<file path="src/rtl/tmds_pkg.sv">
// Shared definitions for the TMDS receive channel: control tokens and alignment states.
// Bit order: sym[0] is the first bit on the wire; the next symbol's bit 0 follows sym[9].
package tmds_pkg;

    localparam logic [9:0] TOK_00 = 10'h354;
    localparam logic [9:0] TOK_01 = 10'h0AB;
    localparam logic [9:0] TOK_10 = 10'h154;
    localparam logic [9:0] TOK_11 = 10'h2AB;

    typedef enum logic [1:0] {
        SEARCH,
        SETTLE,
        LOCKED
    } state_t;

    // Returns {is_token, ctrl}.
    function automatic logic [2:0] token_lookup(input logic [9:0] s);
        logic [2:0] r;
        unique case (1'b1)
            (s == TOK_00): r = 3'b1_00;
            (s == TOK_01): r = 3'b1_01;
            (s == TOK_10): r = 3'b1_10;
            (s == TOK_11): r = 3'b1_11;
            default:       r = 3'b0_00;
        endcase
        return r;
    endfunction

endpackage

</file>
<file path="src/rtl/tmds_symbol_decode.sv">
// Combinational TMDS symbol decode: control-token detect plus
// inversion / transition-minimised data recovery.
module tmds_symbol_decode
    import tmds_pkg::*;
(
    input  logic [9:0] sym,
    output logic       is_token,
    output logic [1:0] ctrl,
    output logic [7:0] data
);

    logic [7:0] d;

    always_comb begin
        {is_token, ctrl} = token_lookup(sym);
    end

    always_comb begin
        d = sym[9] ? ~sym[7:0] : sym[7:0];
        data = '0;
        data[0] = d[0];
        for (int i = 1; i < 8; i++) begin
            data[i] = sym[8] ? (d[i] ^ d[i-1]) : ~(d[i] ^ d[i-1]);
        end
    end

endmodule

</file>
<file path="src/rtl/tmds_channel_decoder.sv">
// One TMDS data channel receiver: bit-offset word alignment on control-token runs and decode.
// Define TMDS_ERRCNT_EN to add the err_cnt port counting encoder-rule violations.
module tmds_channel_decoder
    import tmds_pkg::*;
#(
    parameter int TOKEN_RUN      = 8,
    parameter int SEARCH_TIMEOUT = 4096,
    parameter int LOSS_TIMEOUT   = 4096
) (
    input  logic        clk,
    input  logic        rst_n,
    input  logic [9:0]  sym_in,
    output logic [7:0]  data_out,
    output logic [1:0]  ctrl_out,
    output logic        de_out,
    output logic        locked,
    output logic [3:0]  bit_offset
`ifdef TMDS_ERRCNT_EN
    ,
    output logic [15:0] err_cnt
`endif
);

    localparam int TMAX = (SEARCH_TIMEOUT > LOSS_TIMEOUT) ? SEARCH_TIMEOUT : LOSS_TIMEOUT;
    localparam int TW   = $clog2(TMAX + 1);
    localparam int RW   = $clog2(TOKEN_RUN + 1);
    localparam logic [TW-1:0] SEARCH_LAST = TW'(SEARCH_TIMEOUT - 1);
    localparam logic [TW-1:0] LOSS_LAST   = TW'(LOSS_TIMEOUT - 1);
    localparam logic [RW-1:0] RUN_FULL    = RW'(TOKEN_RUN);

    state_t        state;
    state_t        state_nxt;
    logic [9:0]    sym_d;
    logic [9:0]    aligned_q;
    logic [19:0]   win;
    logic [TW-1:0] timer;
    logic [RW-1:0] run;
    logic [RW-1:0] run_nxt;
    logic          settle_cnt;
    logic [3:0]    offset;
    logic          tok;
    logic [1:0]    tok_ctrl;
    logic [7:0]    dec;
    logic          hit;
    logic          search_to;
    logic          loss_to;
    logic          slip;
    logic          drop;
    logic [7:0]    data_q;
    logic [1:0]    ctrl_q;
    logic          de_q;

    // Older symbol sits in the low half so offset 0 selects sym_d.
    assign win = {sym_in, sym_d};

    always_ff @(posedge clk or negedge rst_n) begin
        if (!rst_n) begin
            sym_d     <= '0;
            aligned_q <= '0;
        end else begin
            sym_d     <= sym_in;
            aligned_q <= win[{1'b0, offset} +: 10];
        end
    end

    tmds_symbol_decode u_dec (
        .sym      (aligned_q),
        .is_token (tok),
        .ctrl     (tok_ctrl),
        .data     (dec)
    );

    always_comb begin
        run_nxt = '0;
        if (state != SETTLE && tok) begin
            run_nxt = (run == RUN_FULL) ? run : run + 1'b1;
        end
    end

    // A run completing on the timeout cycle takes priority over slip / loss.
    assign hit       = (run_nxt == RUN_FULL);
    assign search_to = (state == SEARCH) && (timer == SEARCH_LAST);
    assign loss_to   = (state == LOCKED) && (timer == LOSS_LAST);
    assign slip      = search_to && !hit;
    assign drop      = loss_to && !hit;

    always_ff @(posedge clk or negedge rst_n) begin
        if (!rst_n) begin
            state <= SEARCH;
        end else begin
            state <= state_nxt;
        end
    end

    always_comb begin
        state_nxt = state;
        unique case (state)
            SEARCH: begin
                if (hit) begin
                    state_nxt = LOCKED;
                end else if (search_to) begin
                    state_nxt = SETTLE;
                end
            end
            SETTLE: begin
                if (settle_cnt) begin
                    state_nxt = SEARCH;
                end
            end
            LOCKED: begin
                if (drop) begin
                    state_nxt = SEARCH;
                end
            end
            default: state_nxt = SEARCH;
        endcase
    end

    always_ff @(posedge clk or negedge rst_n) begin
        if (!rst_n) begin
            timer      <= '0;
            run        <= '0;
            settle_cnt <= 1'b0;
            offset     <= 4'd0;
        end else begin
            run        <= (slip || drop) ? '0 : run_nxt;
            settle_cnt <= (state == SETTLE) && !settle_cnt;
            if (state == SETTLE || hit || slip || drop) begin
                timer <= '0;
            end else begin
                timer <= timer + 1'b1;
            end
            if (slip) begin
                offset <= (offset == 4'd9) ? 4'd0 : offset + 4'd1;
            end
        end
    end

    always_ff @(posedge clk or negedge rst_n) begin
        if (!rst_n) begin
            data_q <= '0;
            ctrl_q <= '0;
            de_q   <= 1'b0;
        end else if (tok) begin
            de_q   <= 1'b0;
            ctrl_q <= tok_ctrl;
        end else begin
            de_q   <= 1'b1;
            data_q <= dec;
        end
    end

    always_comb begin
        locked     = (state == LOCKED);
        bit_offset = offset;
        data_out   = locked ? data_q : '0;
        ctrl_out   = locked ? ctrl_q : '0;
        de_out     = locked & de_q;
    end

`ifdef TMDS_ERRCNT_EN
    logic        use_xnor;
    logic        sym_bad;
    logic [15:0] err_q;

    // The encoder picks XNOR (q[8]=0) for ones>4, or ones==4 with bit 0 clear.
    always_comb begin
        use_xnor = ($countones(dec) > 4) || ($countones(dec) == 4 && !dec[0]);
        sym_bad  = (use_xnor == aligned_q[8]);
    end

    always_ff @(posedge clk or negedge rst_n) begin
        if (!rst_n) begin
            err_q <= '0;
        end else if (state == LOCKED && !tok && sym_bad && err_q != 16'hFFFF) begin
            err_q <= err_q + 16'd1;
        end
    end

    assign err_cnt = err_q;
`endif

endmodule

</file>
<file path="config.mk">
export PLATFORM = sky130hd
export DESIGN_NAME = tmds_channel_decoder
export DESIGN_NICKNAME = d
export VERILOG_FILES = /design/src/rtl/tmds_pkg.sv /design/src/rtl/tmds_symbol_decode.sv /design/src/rtl/tmds_channel_decoder.sv
export SDC_FILE = /design/constraint.sdc
export NUM_CORES = 1
export LEC_CHECK = 0
export ABC_AREA = 1
export BUFFER_PORTS_ARGS = -buffer_cell sky130_fd_sc_hd__buf_2
export CELL_PAD_IN_SITES_DETAIL_PLACEMENT = 1
export CELL_PAD_IN_SITES_GLOBAL_PLACEMENT = 2
export CORE_MARGIN = 3
export CORE_UTILIZATION = 25
export DETAILED_ROUTE_END_ITERATION = 16
export PLACE_DENSITY = 0.57
export SYNTH_ARGS = -nofsm -noshare
export SYNTH_HDL_FRONTEND = slang
export SYNTH_SLANG_ARGS = --single-unit
</file>
<file path="constraint.sdc">
create_clock -name clk -period 3.39 [get_ports clk]
set_input_delay 0.1695 -clock clk [delete_from_list [all_inputs] [get_ports clk]]
set_output_delay 0.1695 -clock clk [all_outputs]
set_load 0.03 [all_outputs]
</file>
; ---- Word level (Yosys, flattened, before mapping)
; Index checks and enable logic that the tools add are counted.
[totals]
input_bits = 12
wordCells = 80
regBits = 55
out_inout_bits = 16
[classes]
n_eq_ne = 14
shifts = 1
n_addsub = 3
bitwise = 16
n_reduce_logical = 14
muxes = 22
[ops]
columns = cell, count
row1 = $eq A10 B10 Y1 const B, 2
row2 = $shiftx A20 B5 Y10, 1
row3 = $mux W4, 4
row4 = $mux W8, 2
row5 = $add A13 B1 Y13 const B, 1
row6 = $eq A13 B12 Y1 const B, 1
row7 = $mux W13, 1
row8 = $eq A4 B4 Y1 const B, 3
row9 = $pmux W3 S4, 1
row10 = $eq A10 B8 Y1 const B, 1
row11 = $eq A10 B9 Y1 const B, 1
row12 = $mux W2, 5
row13 = $add A4 B1 Y4 const B, 2
row14 = $mux W1, 8
row15 = $not A8 Y8, 1
row16 = $not A1 Y1, 7
row17 = $xor A1 B1 Y1, 7
row18 = $logic_and A1 B1 Y1, 6
row19 = $pmux W2 S3, 1
row20 = $logic_or A1 B1 Y1, 4
row21 = $ne A2 B1 Y1 const B, 2
row22 = $ne A3 B3 Y1 const B, 1
row23 = $reduce_and A3 Y1, 1
row24 = $eq A2 B1 Y1 const B, 1
row25 = other kinds (5), 6

; ---- Longest topological paths before layout
[logic_depth]
ltp_word = 10
depth_mapped = 10
depth_no_buf = 10

; ---- Cells and area by module
; A second synthesis with hierarchy kept.
[unflattened]
cells_unflattened = 454
area_unflattened_um2 = 3339.5
[by_module_without_submodules]
columns = module, cells_each, seq_area_each_um2, n_inst, area_per_inst_um2
row1 = tmds_channel_decoder, 416, 1376.3, 1, 3114.2
row2 = tmds_symbol_decode, 38, 0.0, 1, 225.2

; ---- Least setup slack after synthesis
; Ideal clock, no wire load.
[synth_path]
path_type = flip-flop to output port
start = reg state[0]
end = out ctrl_out[0]
required_ns = 3.220
arrival_time_ns = 1.641
path_stages_with_launch = 5
n_path_buf = 1
path_slack_ns = 1.580
cell_sequence = dfrtp_1 > nor2_1 > inv_1 > clkbuf_1 > nor2_1
[synth_via]
elab_chain_cells = 2
[synth_rtl]
columns = item, line
row1 = from (decl), tmds_channel_decoder.sv:31  ; state_t state;
row2 = from (signal assigned), tmds_channel_decoder.sv:91  ; state <= state_nxt;
row3 = $eq A2 B2 Y1, tmds_channel_decoder.sv:154  ; locked = (state == LOCKED);
row4 = named net locked, tmds_channel_decoder.sv:16  ; output logic locked,
row5 = $mux W2, tmds_channel_decoder.sv:157  ; ctrl_out = locked ? ctrl_q : '0;
row6 = to (decl), tmds_channel_decoder.sv:14  ; output logic [1:0] ctrl_out,
; The timed path passes the listed nets, and every way through them passes these cells.

; ---- Worst setup path in the final report
[layout_path]
start = reg offset[0] (netlist: bit_offset[0])
end = reg aligned_q[4]
[layout_via]
elab_chain_cells = 1
[layout_rtl]
columns = item, line
row1 = from (decl), tmds_channel_decoder.sv:40  ; logic [3:0] offset;
row2 = from (signal assigned), tmds_channel_decoder.sv:134  ; offset <= (offset == 4'd9) ? 4'd0 : offset + 4'd1;
row3 = $shiftx A20 B5 Y10, tmds_channel_decoder.sv:62  ; aligned_q <= win[{1'b0, offset} +: 10];
row4 = to (signal assigned), tmds_channel_decoder.sv:62
row5 = to (decl), tmds_channel_decoder.sv:34  ; logic [9:0] aligned_q;
; Every way passes these cells.
; A chain may end at the register's enable or synchronous reset.

==> impl_metrics.csv <==
group,metric,value,unit
synth,syn_area_per_cell,7.65,um2
clocking,clock_latency,0.31,ns
worst_setup_path,crit_path_frequent_cell,"o21ai_0",
synth,synth_enable_flop_cells,0,
sta,finalMaxSlewViolations,0,
final_layout,utilization,29.8,%
final_layout,nFillCells,1567,
clocking,h-tree-depth,2,
synth,ys.flop_type,"dfrtp_1",
global_route,grt.total_usage,13.2,%
worst_setup_path,timing.rr.start,"bit_offset[0]",
clocking,cts_max_path_buffers,2,
worst_setup_path,crit_chain,"inv_2 > nand2_1 > o21ai_1 > o21ai_0 > o21ai_0 > a21o_1",
placed_design,postPlaceCellArea,0.00358,mm2
worst_setup_path,r2r_end,"aligned_q[4]",
placed_design,post-place-ws,1.34,ns
routing,drc,0,
worst_setup_path,cp_max_fo,25,
power,power,0.00137,W
worst_setup_path,crit_family,"flip-flops",
power,ir_drop,0.164,mV
global_route,grt_remaining_overflow,0,
clocking,cts.sink_count,55,
routing,vias,2746,
global_route,antenna_found_initial,0,
die,core_area,0.0128,mm2
run,drv_cap,0,
die,io_pins,28,
worst_setup_path,crit_start,"bit_offset[0]",
sta,layout_setup_ws,1.33,ns
placed_design,io_buffer_count,27,
worst_setup_path,endpoint_kind,"register",
worst_setup_path,crit_end,"aligned_q[4]",
sta,grt_setup_unrepaired,"false",
worst_setup_path,worstPathRequired,3.59,ns
final_layout,postLayoutCellArea,0.00380,mm2
synth,syn-cell-area,0.00330,mm2
clocking,path_clk_slew,0.08,ns
die,row_count,41,
sta,fin_crit,2.06,ns
worst_setup_path,startpoint_type,"register",
sta,setup_violations,0,
synth,ys_warn_count,0,
sta,fin_crit_sh,60.7,%
worst_setup_path,rr_worst_depth,6,
synth,yosys_register_bits,55,
routing,dr.pass1.iters,4,
final_layout,drive_gt1_share,13.7,%
synth,syn-instance-count,432,
global_route,grt_max_degree,45,
sta,setup_tns,0,ns
placed_design,place.gp.congestion,0.808,
sta,max-slew-margin-rel,29.1,%
sta,worst_pin_slew,1.06,ns
worst_setup_path,r2r_slack,1.33,ns
hold_path,hp-class,"primary input to register",
worst_setup_path,path_depth,6,
global_route,first_global_vias,2874,
worst_setup_path,crit_slowest_cell,"dfrtp_1",
worst_setup_path,arrival,2.26,ns
power,leakage,1.87,nW
die,start_util,25.9,%
placed_design,dp_hpwl,6670,um
worst_setup_path,cp_num_buf_inv,1,
power,powerDensity,360,mW/mm2
routing,via_per_inst,4.34,
die,fp.dieH,121,um
synth,synth_cell_types,34,
clocking,postCtsSetupBuffers,0,
clocking,cts-buffers-inserted,5,
final_layout,nets,483,
routing,drt-wirelength-per-cell,13.9,um
routing,finalWirelength,8780,um
synth,ys_seq_area_share,41.7,%
die,dieWidth,121,um
worst_setup_path,crit_type,"register to register",
clocking,cts_tree,"built",
sta,max_freq,486,MHz
die,fp.dieArea,0.0146,mm2
final_layout,synthToLayoutAreaGrowth,15.2,%
final_layout,insertedDiodeCount,0,
synth,syn-num-nets,455,
worst_setup_path,max_stage_delay,0.80,ns
sta,finalHoldViolCount,0,
clocking,cts_root_buf,"clkbuf_16",
outcome,status,"completed",
routing,ant_nets,0,
routing,drt_iter0_markers,146,
global_route,grt_pass1_wl,15000,um
sta,fin_skew,0.00896,ns
synth,async_flop_share,100,%
## sequential cells by signal, indices dropped and copies added (netlist names)
name / cells
timer: 13
aligned_q: 10
sym_d: 10
data_q: 8
bit_offset: 4
run: 4
ctrl_q: 2
state: 2
de_q: 1
settle_cnt: 1
## cells in the final DEF (no fill, tap or decap)
| master | instances |
|---|---|
| clkinvlp_4 | 1 |
| inv_8 | 1 |
| buf_2 | 27 |
| inv_1 | 52 |
| o21a_1 | 1 |
| xor2_1 | 13 |
| nor3_1 | 1 |
| nand3_4 | 2 |
| o311ai_0 | 1 |
| or2_2 | 3 |
| nor2_1 | 34 |
| o21ai_2 | 1 |
| o22ai_1 | 2 |
| o21ai_1 | 4 |
| nor2_4 | 5 |
| o31ai_1 | 1 |
| clkbuf_16 | 5 |
| a21o_1 | 3 |
| a21oi_1 | 3 |
| inv_2 | 1 |
| nor2_2 | 10 |
| nand4_1 | 4 |
| o211ai_1 | 1 |
| dlygate4sd3_1 | 7 |
| and2_1 | 6 |
| and2_0 | 1 |
| ha_1 | 11 |
| inv_6 | 2 |
| dfrtp_1 | 55 |
| nand3_1 | 47 |
| buf_4 | 2 |
| nand2_4 | 1 |
| xnor2_1 | 8 |
| o21ai_0 | 25 |
| nand2_2 | 2 |
| nand2_1 | 118 |
## per-stage QoR
step           hold WS [ns]  cells
6_report             0.0107    633
5_1_grt             0.00950    633
4_1_cts             0.00343    633
3_5_place_dp          0.295    618
3_3_place_gp          0.292    618
2_1_floorplan        -0.126    432
## how the worst min path moves through the flow
stage                         to  startpoint  cells after the start
finish                  sym_d[4]   sym_in[4]                      1
global route            sym_d[0]   sym_in[0]                      1
CTS                     sym_d[4]   sym_in[4]                      1
detailed placement      sym_d[9]   sym_in[9]                      1
global placement        sym_d[9]   sym_in[9]                      1
floorplan           aligned_q[0]       rst_n                      0
## area by class of cell
type	instances	area [um2]	area share (%)
Multi-Input combinational cell	308	1630	42.9
Tap cell	172	215	5.66
Timing Repair Buffer	36	220	5.79
Inverter	54	208	5.46
Sequential cell	55	1380	36.2
Clock inverter	3	27.5	0.723
Clock buffer	5	125	3.29
## kinds of logic (layout without fill, tap and decap cells)
kind of cell               count (synthesis)  after routing  share of synthesized area, %
AOI/OAI and AO/OA                         42             42                          7.12
xor gates and xnor gates                  21             21                          5.57
adders and majority gates                 11             11                          4.17
buffers and inverters                     69             98                          8.90
DFF                                       55             55                          41.7
and+or+nand+nor                          234            234                          32.6
## where the power goes
part	internal, W	leakage [nW]	switching (W)	total, W
clock network	0.000283	0.0723	0.000273	0.000556
registers	0.000684	0.683	0.0000174	0.000701
logic	0.0000458	1.12	0.0000690	0.000115
total	0.00101	1.87	0.000359	0.00137
## worst register-to-register path, cell delays in order, from the launching register on
cell and delay (ns):
dfrtp_1 0.80, inv_2 0.32, nand2_1 0.13, o21ai_1 0.10, o21ai_0 0.32, o21ai_0 0.13, a21o_1 0.16
## timing repair
item,in CTS,in global routing
hold buffers,7,0
resized for setup,0,0
hold endpoints to repair,7,0
## layer usage
layer  up-vias  GRT usage (%)  routed length [um]
li1       1403              -                   -
met3         7           2.28                 296
met4         0           4.89                 150
met5         -              0                   0
met2        35           21.0                3970
met1      1301           18.0                4370
## cell usage after synthesis, drive strengths merged (4+ instances only)
library cell  instances  share of area [%]
nand3                49                8.2
nand4                 4               0.76
nor2                 49                7.5
and2                  7                1.3
inv                  54                6.3
dfrtp                55                 42
o21ai                30                4.7
clkbuf                8               0.91
xor2                 13                3.4
ha                   11                4.2
nand2               121                 14
buf                   7                1.7
xnor2                 8                2.1
Power figures use the tool's default switching activity.
